`src/rtl/led_seq_pkg.sv`:
```
// Shared types and pattern tables for the LED sequencer.
// Patterns are packed four bits per step, step 0 in the low nibble.
package led_seq_pkg;

    typedef enum logic [1:0] {
        MODE_OFF    = 2'd0,
        MODE_BLINK  = 2'd1,
        MODE_CHASE  = 2'd2,
        MODE_BOUNCE = 2'd3
    } mode_t;

    typedef logic [2:0] step_t;

    localparam step_t LEN_BLINK  = 3'd2;
    localparam step_t LEN_CHASE  = 3'd4;
    localparam step_t LEN_BOUNCE = 3'd6;

    localparam logic [7:0]  BLINK_ROM  = {4'b0000, 4'b1111};
    localparam logic [15:0] CHASE_ROM  = {4'b1000, 4'b0100, 4'b0010, 4'b0001};
    localparam logic [23:0] BOUNCE_ROM = {4'b0010, 4'b0100, 4'b1000,
                                          4'b0100, 4'b0010, 4'b0001};

    function automatic step_t pattern_len(mode_t m);
        case (m)
            MODE_BLINK:  return LEN_BLINK;
            MODE_CHASE:  return LEN_CHASE;
            MODE_BOUNCE: return LEN_BOUNCE;
            default:     return 3'd1;
        endcase
    endfunction

    function automatic logic [3:0] pattern_led(mode_t m, step_t s);
        case (m)
            MODE_BLINK:  return BLINK_ROM[{s[0], 2'b00} +: 4];
            MODE_CHASE:  return CHASE_ROM[{s[1:0], 2'b00} +: 4];
            MODE_BOUNCE: return (s < LEN_BOUNCE) ? BOUNCE_ROM[{s, 2'b00} +: 4] : 4'b0000;
            default:     return 4'b0000;
        endcase
    endfunction

    function automatic step_t next_step(mode_t m, step_t s);
        return (s == pattern_len(m) - 3'd1) ? 3'd0 : s + 3'd1;
    endfunction

endpackage

```
`src/rtl/led_timebase.sv`:
```
// Free-running prescaler: counts 0..PERIOD-1 while enabled and flags the
// terminal count combinationally so the caller can register it with the pattern step.
module led_timebase #(
    parameter int WIDTH  = 26,
    parameter int PERIOD = 3000000
) (
    input  logic             clk,
    input  logic             reset,
    input  logic             clr,
    input  logic             en,
    output logic [WIDTH-1:0] cnt,
    output logic             tick_d
);

    localparam logic [WIDTH-1:0] LAST = WIDTH'(PERIOD - 1);

    assign tick_d = en && (cnt == LAST);

    always_ff @(posedge clk) begin
        if (reset || clr) begin
            cnt <= '0;
        end else if (en) begin
            cnt <= tick_d ? '0 : cnt + WIDTH'(1);
        end
    end

endmodule

```
`src/rtl/led_sequencer.sv`:
```
// LED pattern controller: mode FSM stepped by the timebase, with mode changes
// deferred to tick boundaries unless starting from OFF or switching to OFF.
//
//   state        | meaning
//   MODE_OFF     | LEDs and heartbeat dark, prescaler held at 0
//   MODE_BLINK   | all four LEDs on/off, 2 steps
//   MODE_CHASE   | single LED walks D1->D4, 4 steps
//   MODE_BOUNCE  | single LED walks D1->D4->D1, 6 steps
module led_sequencer
    import led_seq_pkg::*;
#(
    parameter int WIDTH  = 26,
    parameter int PERIOD = 3000000
) (
    input  logic       clk,
    input  logic       reset,
    input  logic [1:0] mode,
    input  logic       mode_valid,
    output logic       mode_ready,
    input  logic       pause,
    output logic       tick,
    output logic [3:0] led,
    output logic       d5
);

    mode_t            mode_q;
    mode_t            pend_mode;
    logic             pend_valid;
    step_t            step;
    mode_t            req_mode;
    logic             run;
    logic             req_now;
    logic             req_defer;
    logic             tick_d;
    logic [WIDTH-1:0] cnt_unused;

    // OFF requests and requests made from OFF apply immediately; anything
    // else waits for the next tick so a period is never cut short.
    always_comb begin
        req_mode  = mode_t'(mode);
        run       = (mode_q != MODE_OFF) && !pause;
        req_now   = mode_valid && ((mode_q == MODE_OFF) || (req_mode == MODE_OFF));
        req_defer = mode_valid && !req_now && !pend_valid;
    end

    led_timebase #(
        .WIDTH (WIDTH),
        .PERIOD(PERIOD)
    ) u_timebase (
        .clk   (clk),
        .reset (reset),
        .clr   (req_now),
        .en    (run),
        .cnt   (cnt_unused),
        .tick_d(tick_d)
    );

    always_ff @(posedge clk) begin
        if (reset) begin
            mode_q     <= MODE_OFF;
            pend_mode  <= MODE_OFF;
            pend_valid <= 1'b0;
            step       <= '0;
            led        <= '0;
            d5         <= 1'b0;
            tick       <= 1'b0;
            mode_ready <= 1'b1;
        end else if (req_now) begin
            mode_q     <= req_mode;
            pend_valid <= 1'b0;
            mode_ready <= 1'b1;
            step       <= '0;
            led        <= pattern_led(req_mode, 3'd0);
            d5         <= (req_mode != MODE_OFF);
            tick       <= 1'b0;
        end else begin
            tick <= tick_d;
            if (tick_d) begin
                d5 <= !d5;
                if (pend_valid) begin
                    mode_q     <= pend_mode;
                    step       <= '0;
                    led        <= pattern_led(pend_mode, 3'd0);
                    pend_valid <= 1'b0;
                    mode_ready <= 1'b1;
                end else begin
                    step <= next_step(mode_q, step);
                    led  <= pattern_led(mode_q, next_step(mode_q, step));
                end
            end
            // req_defer excludes an existing pending request, so this never
            // collides with the pending hand-over above.
            if (req_defer) begin
                pend_valid <= 1'b1;
                pend_mode  <= req_mode;
                mode_ready <= 1'b0;
            end
        end
    end

endmodule
```
`config.mk`:
```
export PLATFORM = sky130hd
export DESIGN_NAME = led_sequencer
export DESIGN_NICKNAME = d
export VERILOG_FILES = /design/src/rtl/led_seq_pkg.sv /design/src/rtl/led_timebase.sv /design/src/rtl/led_sequencer.sv
export SDC_FILE = /design/constraint.sdc
export NUM_CORES = 1
export LEC_CHECK = 0
export CAP_MARGIN = 5
export CORE_ASPECT_RATIO = 1.5
export CORE_MARGIN = 5
export CORE_UTILIZATION = 59
export CTS_CLUSTER_DIAMETER = 40
export DETAILED_ROUTE_END_ITERATION = 12
export PLACE_DENSITY = 0.79
export SYNTH_ARGS = -nofsm -noshare
export SYNTH_HDL_FRONTEND = slang
export SYNTH_SLANG_ARGS = --single-unit
```
`constraint.sdc`:
```
create_clock -name clk -period 3.1 [get_ports clk]
set_clock_uncertainty 0.1 [all_clocks]
set_input_delay 0.31 -clock clk [delete_from_list [all_inputs] [get_ports clk]]
set_output_delay 0.31 -clock clk [all_outputs]
set_load 0.01 [all_outputs]
```
# Word-level counts from Yosys, hierarchy flattened

Index checks and enable logic that the tools add are counted.

Bits in read-only memories: 0
RAM bits: 0
Memories kept: 0
Output and inout bits: 7
Input port bits: 6
Bits in latches: 0
Flip-flop bits (word level): 41
Logic and storage cells: 78

Divide/modulo/power cells: 0
Order comparisons: 1
Equality and inequality tests: 11
Multiply operators: 0
Reduce and logical (&&, ||, !) cells: 25
$add $sub $neg: 3
Shift operators: 3
Muxes and demuxes: 25
Bitwise logic cells: 1

Operators by type and width:

| operator                                                   | count |
|---|---|
| adder 26 x 1 -> 26 bit (second input constant)             | 1 |
| equality test 26 x 22 -> 1 bit (second input constant)     | 1 |
| two-way mux 26 bit                                         | 1 |
| indexed part select 24 x 6 -> 4 bit (first input constant) | 1 |
| two-way mux 3 bit                                          | 6 |
| two-way mux 4 bit                                          | 4 |
| case mux 4 bit (2 select lines)                            | 2 |
| indexed part select 16 x 5 -> 4 bit (first input constant) | 1 |
| equality test 2 bit (second input constant)                | 6 |
| case mux 4 bit (3 select lines)                            | 1 |
| nonzero test 2 bit                                         | 6 |
| case mux 3 bit (3 select lines)                            | 1 |
| indexed part select 8 x 4 -> 4 bit (first input constant)  | 1 |
| two-way mux 1 bit                                          | 7 |
| equality test 2 x 1 -> 1 bit (second input constant)       | 3 |
| two-way mux 2 bit                                          | 3 |
| AND reduction 2 bit                                        | 3 |
| OR reduction 2 bit                                         | 3 |
| logical AND 1 bit                                          | 5 |
| logical NOT 1 bit                                          | 4 |
| logical NOT 2 bit                                          | 2 |
| adder 3 x 1 -> 3 bit (second input constant)               | 1 |
| equality test 3 bit                                        | 1 |
| < comparator 3 bit (second input constant)                 | 1 |
| other kinds (3)                                            | 4 |

# Depth between registers and ports, before layout

Depth in word-level cells: 15
Mapped depth: 7
Depth with buffers taken out: 6

# By module

Synthesis repeated with hierarchy kept, for this count alone.

Cells, all modules: 278
Area, all modules: 2386.0 um^2

By module, submodules not included:

| module        | area an instance (um^2) | cells an instance | seq. area each (um^2) | times used |
|---|---|---|---|---|
| led_timebase  | 1343.8                  | 157               | 520.5                 | 1 |
| led_sequencer | 1042.2                  | 121               | 300.3                 | 1 |

# Worst setup path before layout

No wires, ideal clock.

Kind: reg2reg
Start point: register u_timebase.cnt[14]
End point: register led[3]
Clock period less this slack: 2.148 ns
Setup slack: 0.952 ns
Data required time: 2.884 ns
Cell stages (with the launch flop): 7
Path buffers: 1
Arrival: 1.933 ns
Setup time: 0.116 ns
Path through: dfxtp_1 > nand4_2 > or4_4 > or3_4 > buf_6 > a311o_1 > and3_1

Cells in the longest elaborated chain, start to end: 3

RTL lines:

| element                        | line                | text |
|---|---|---|
| start: declaration             | led_timebase.sv:11  | `output logic [WIDTH-1:0] cnt,` |
| start signal: assignment       | led_timebase.sv:23  | `cnt <= tick_d ? '0 : cnt + WIDTH'(1);` |
| equality test 26 x 22 -> 1 bit | led_timebase.sv:17  | `assign tick_d = en && (cnt == LAST);` |
| logical AND 1 bit              | led_timebase.sv:17  |  |
| nonzero test 2 bit (no line)   | n/a                 |  |
| end signal: assignment         | led_sequencer.sv:73 | `led <= pattern_led(req_mode, 3'd0);` |
| end signal: assignment         | led_sequencer.sv:83 | `led <= pattern_led(pend_mode, 3'd0);` |
| end signal: assignment         | led_sequencer.sv:88 | `led <= pattern_led(mode_q, next_step(mode_q, step));` |
| end: declaration               | led_sequencer.sv:22 | `output logic [3:0] led,` |

No other way between the ends.
A chain may end at the register's enable or synchronous reset.

# Worst setup path after layout

Start point: register u_timebase.cnt[14]
End point: register step[0]

Cells in the longest elaborated chain, start to end: 2

RTL lines:

| element                        | line                | text |
|---|---|---|
| equality test 26 x 22 -> 1 bit | led_timebase.sv:17  |  |
| logical AND 1 bit              | led_timebase.sv:17  |  |
| end signal: assignment         | led_sequencer.sv:87 | `step <= next_step(mode_q, step);` |
| end: declaration               | led_sequencer.sv:29 | `step_t step;` |

No other way between the ends.

==> impl_metrics.sql <==
INSERT INTO impl_metrics (metric_group, metric, value, unit) VALUES
('run_status', 'status', 'complete, no violations', ''),
('placed_design', 'portBuffers', '12', ''),
('logic_synthesis', 'synth_enable_flop_cells', '0', ''),
('logic_synthesis', 'ys_ff_latch', '41', ''),
('logic_synthesis', 'yosys_cell_types', '52', ''),
('final_layout', 'final_net_count', '293', ''),
('timing', 'timing.final.crit_share', '0.759', ''),
('routing', 'antenna_left', '0', ''),
('pwr', 'switchingPower', '0.000265', 'W'),
('die', 'floorplan.core_area', '3650', 'µm²'),
('clock_network', 'postCtsSetupRepairBufs', '0', ''),
('die', 'die_x', '59.9', 'µm'),
('pwr', 'cell_internal_pwr', '0.000910', 'W'),
('timing', 'final.min_clock_period', '2.35', 'ns'),
('timing', 'max_freq', '0.425', 'GHz'),
('routing', 'drt_pre_antenna_iters', '4', ''),
('logic_synthesis', 'post_synth_inst_count', '272', ''),
('pwr', 'power.leakage', '0.810', 'nW'),
('clock_network', 'cts_hold_buf', '0', ''),
('global_route', 'grt_pass1_wl', '8.23', 'mm'),
('worst_setup_path', 'max_stage_delay', '0.56', 'ns'),
('pwr', 'max-vdd-ir-drop', '0.362', 'mV'),
('worst_setup_path', 'category_of_the_worst_setup_path_launch_point', 'flop', ''),
('pwr', 'power.density_cell_area', '475', 'nW/µm²'),
('clock_network', 'clk_root_buffer_cell', 'clkbuf_8', ''),
('timing', 'relSlewSlack', '0.537', ''),
('timing', 'final-hold-violation-count', '0', ''),
('routing', 'dr_total_vias', '1949', ''),
('placed_design', 'place_congestion', '0.874', ''),
('die', 'die_h', '84.8', 'µm'),
('placed_design', 'detailed_place_hpwl', '3.45', 'mm'),
('routing', 'drcViolationCount', '0', ''),
('final_layout', 'num-fill-cells', '329', ''),
('global_route', 'antenna_found_initial', '0', ''),
('worst_setup_path', 'path_type_of_the_worst_setup_path', 'reg -> reg', ''),
('clock_network', 'cts_tree', 'done', ''),
('logic_synthesis', 'postSynth.asyncResetShare', '0', ''),
('timing', 'tightest_slew', '0.691', 'ns'),
('hold_path', 'timing.hold.worst.class', 'reg -> reg', ''),
('logic_synthesis', 'synthDominantAreaCellType', 'dfxtp_1', ''),
('pwr', 'power.sequential.fraction', '0.468', ''),
('clock_network', 'tritoncts.num_buffers', '5', ''),
('pwr', 'power.share.clock', '0.432', ''),
('timing', 'finalSetupTns', '0', 'ns'),
('worst_setup_path', 'critical_path.endpoint_type', 'flop', ''),
('final_layout', 'fin_cells', '328', ''),
('logic_synthesis', 'yosysWarnings', '0', ''),
('flow_run', 'max_cap_violations', '0', ''),
('clock_network', 'cts.sink_count', '41', ''),
('die', 'ios', '13', ''),
('timing', 'fin_hold_ws', '0.379', 'ns'),
('worst_setup_path', 'cp_num_buf_inv', '0', ''),
('worst_setup_path', 'crit_chain', 'nand4_2 -> or4_4 -> or3_4 -> or4_1 -> a21oi_1', ''),
('worst_setup_path', 'slowest_stage', 'or4_4', ''),
('logic_synthesis', 'synth-seq-area-share', '0.373', ''),
('placed_design', 'dpl.cell_count', '320', ''),
('logic_synthesis', 'yosys-top-cells-count', 'dfxtp_1 (41), nor2_1 (39), nand2_1 (25)', ''),
('worst_setup_path', 'crit_family', 'simple AND/OR/NAND/NOR gates', ''),
('routing', 'initialDrtViolationCount', '102', ''),
('pwr', 'switching_share', '0.226', ''),
('final_layout', 'area_growth_syn_to_layout', '12.3', '%'),
('global_route', 'first_global_vias', '1915', ''),
('worst_setup_path', 'worst-path-max-fanout', '12', ''),
('clock_network', 'resize_count_post_cts', '0', ''),
('clock_network', 'max-clock-path-buffers', '2', ''),
('die', 'die_area', '5080', 'µm²'),
('final_layout', 'n_antenna_cell', '0', ''),
('global_route', 'grtUsageTotal', '0.205', ''),
('logic_synthesis', 'synth.cell_area', '2200', 'µm²'),
('logic_synthesis', 'syn_nets', '281', ''),
('pwr', 'share_comb_of_total_power', '0.100', '');
-- final cells by class --
class | instances | area [µm²] | share of cell area
tap | 43 | 53.8 | 0.0218
clock buffer | 5 | 68.8 | 0.0278
clock inverter | 3 | 65.1 | 0.0263
multi-input combinational | 211 | 1280 | 0.519
sequential | 41 | 821 | 0.332
inverter | 10 | 37.5 | 0.0152
timing repair buffer | 15 | 143 | 0.0577
-- power by group through the flow --
| stage | Sequential [W] | Clock, W | Combinational [W] |
|---|---|---|---|
| after global placement | 0.000563 | 0 | 0.000117 |
| final | 0.000550 | 0.000507 | 0.000118 |
| after CTS | 0.000550 | 0.000518 | 0.000118 |
| after floorplan | 0.000561 | 0 | 0.0000734 |
| after detailed placement | 0.000563 | 0 | 0.000118 |
| after global routing | 0.000552 | 0.000546 | 0.000132 |
-- registers in the layout, indices dropped and copies added, names as in the netlist --
name,count
d5,1
led,4
mode_q,2
mode_ready,1
pend_mode,2
pend_valid,1
step,3
tick,1
u_timebase.cnt,26
-- worst min-delay path, delay by kind of cell, from the launching register on --
family | cells | cell delay, ns
compound gates | 1 | 0.05
flops | 1 | 0.33
simple gates | 1 | 0.06
-- placed cells by master, fill, tap and decap left out, types with 4 or more instances in the layout --
cell type | Yosys | final
dfxtp_1 | 41 | 41
nand3_1 | 15 | 15
or3_1 | 4 | 4
o21ai_0 | 6 | 6
a21oi_1 | 14 | 14
nor4_1 | 8 | 8
xor2_1 | 4 | 4
inv_1 | 10 | 10
nor3_1 | 10 | 10
nor2_1 | 39 | 39
nand2_1 | 25 | 25
clkbuf_8 | 1 | 5
nand2b_1 | 4 | 4
clkdlybuf4s50_1 | 0 | 12
xnor2_1 | 21 | 21
-- metal layers --
layer | wire length, µm | global-route usage
met4 | 134 | 0.0968
met3 | 154 | 0.0396
met1 | 1940 | 0.232
met5 | 0 | 0
met2 | 2520 | 0.356
-- path summary, 6_finish.rpt --
path | from | to | cells after the start | slack, ns
worst max register to register | u_timebase.cnt[14] | step[0] | 5 | 0.75
worst min register to register | u_timebase.cnt[1] | u_timebase.cnt[1] | 2 | 0.38
worst min-delay path | u_timebase.cnt[1] | u_timebase.cnt[1] | 2 | 0.38
worst max-delay path | u_timebase.cnt[14] | step[0] | 5 | 0.75
-- kinds of logic (layout without fill, tap and decap cells) --
kind of cell | count (synthesis) | count (layout) | share of synthesized area
multiplexers | 3 | 3 | 0.0136
AND/OR/NAND/NOR | 138 | 138 | 0.331
AO/OA/AOI/OAI | 42 | 42 | 0.122
buffers and inverters | 20 | 33 | 0.0437
flip-flops | 41 | 41 | 0.373
adder cells (fa/ha/maj) | 3 | 3 | 0.0170
XOR/XNOR | 25 | 25 | 0.0994
-- stage by stage --
step / setup slack [ns] / total power (W) / util
after global placement: 0.682 / 0.000680 / 0.641
final: 0.746 / 0.00118 / 0.678
after global routing: 0.619 / 0.00123 / 0.678
after CTS: 0.742 / 0.00119 / 0.678
after detailed placement: 0.629 / 0.000681 / 0.641
after floorplan: 0.952 / 0.000634 / -
No activity file was read; power rests on OpenSTA's default activity.
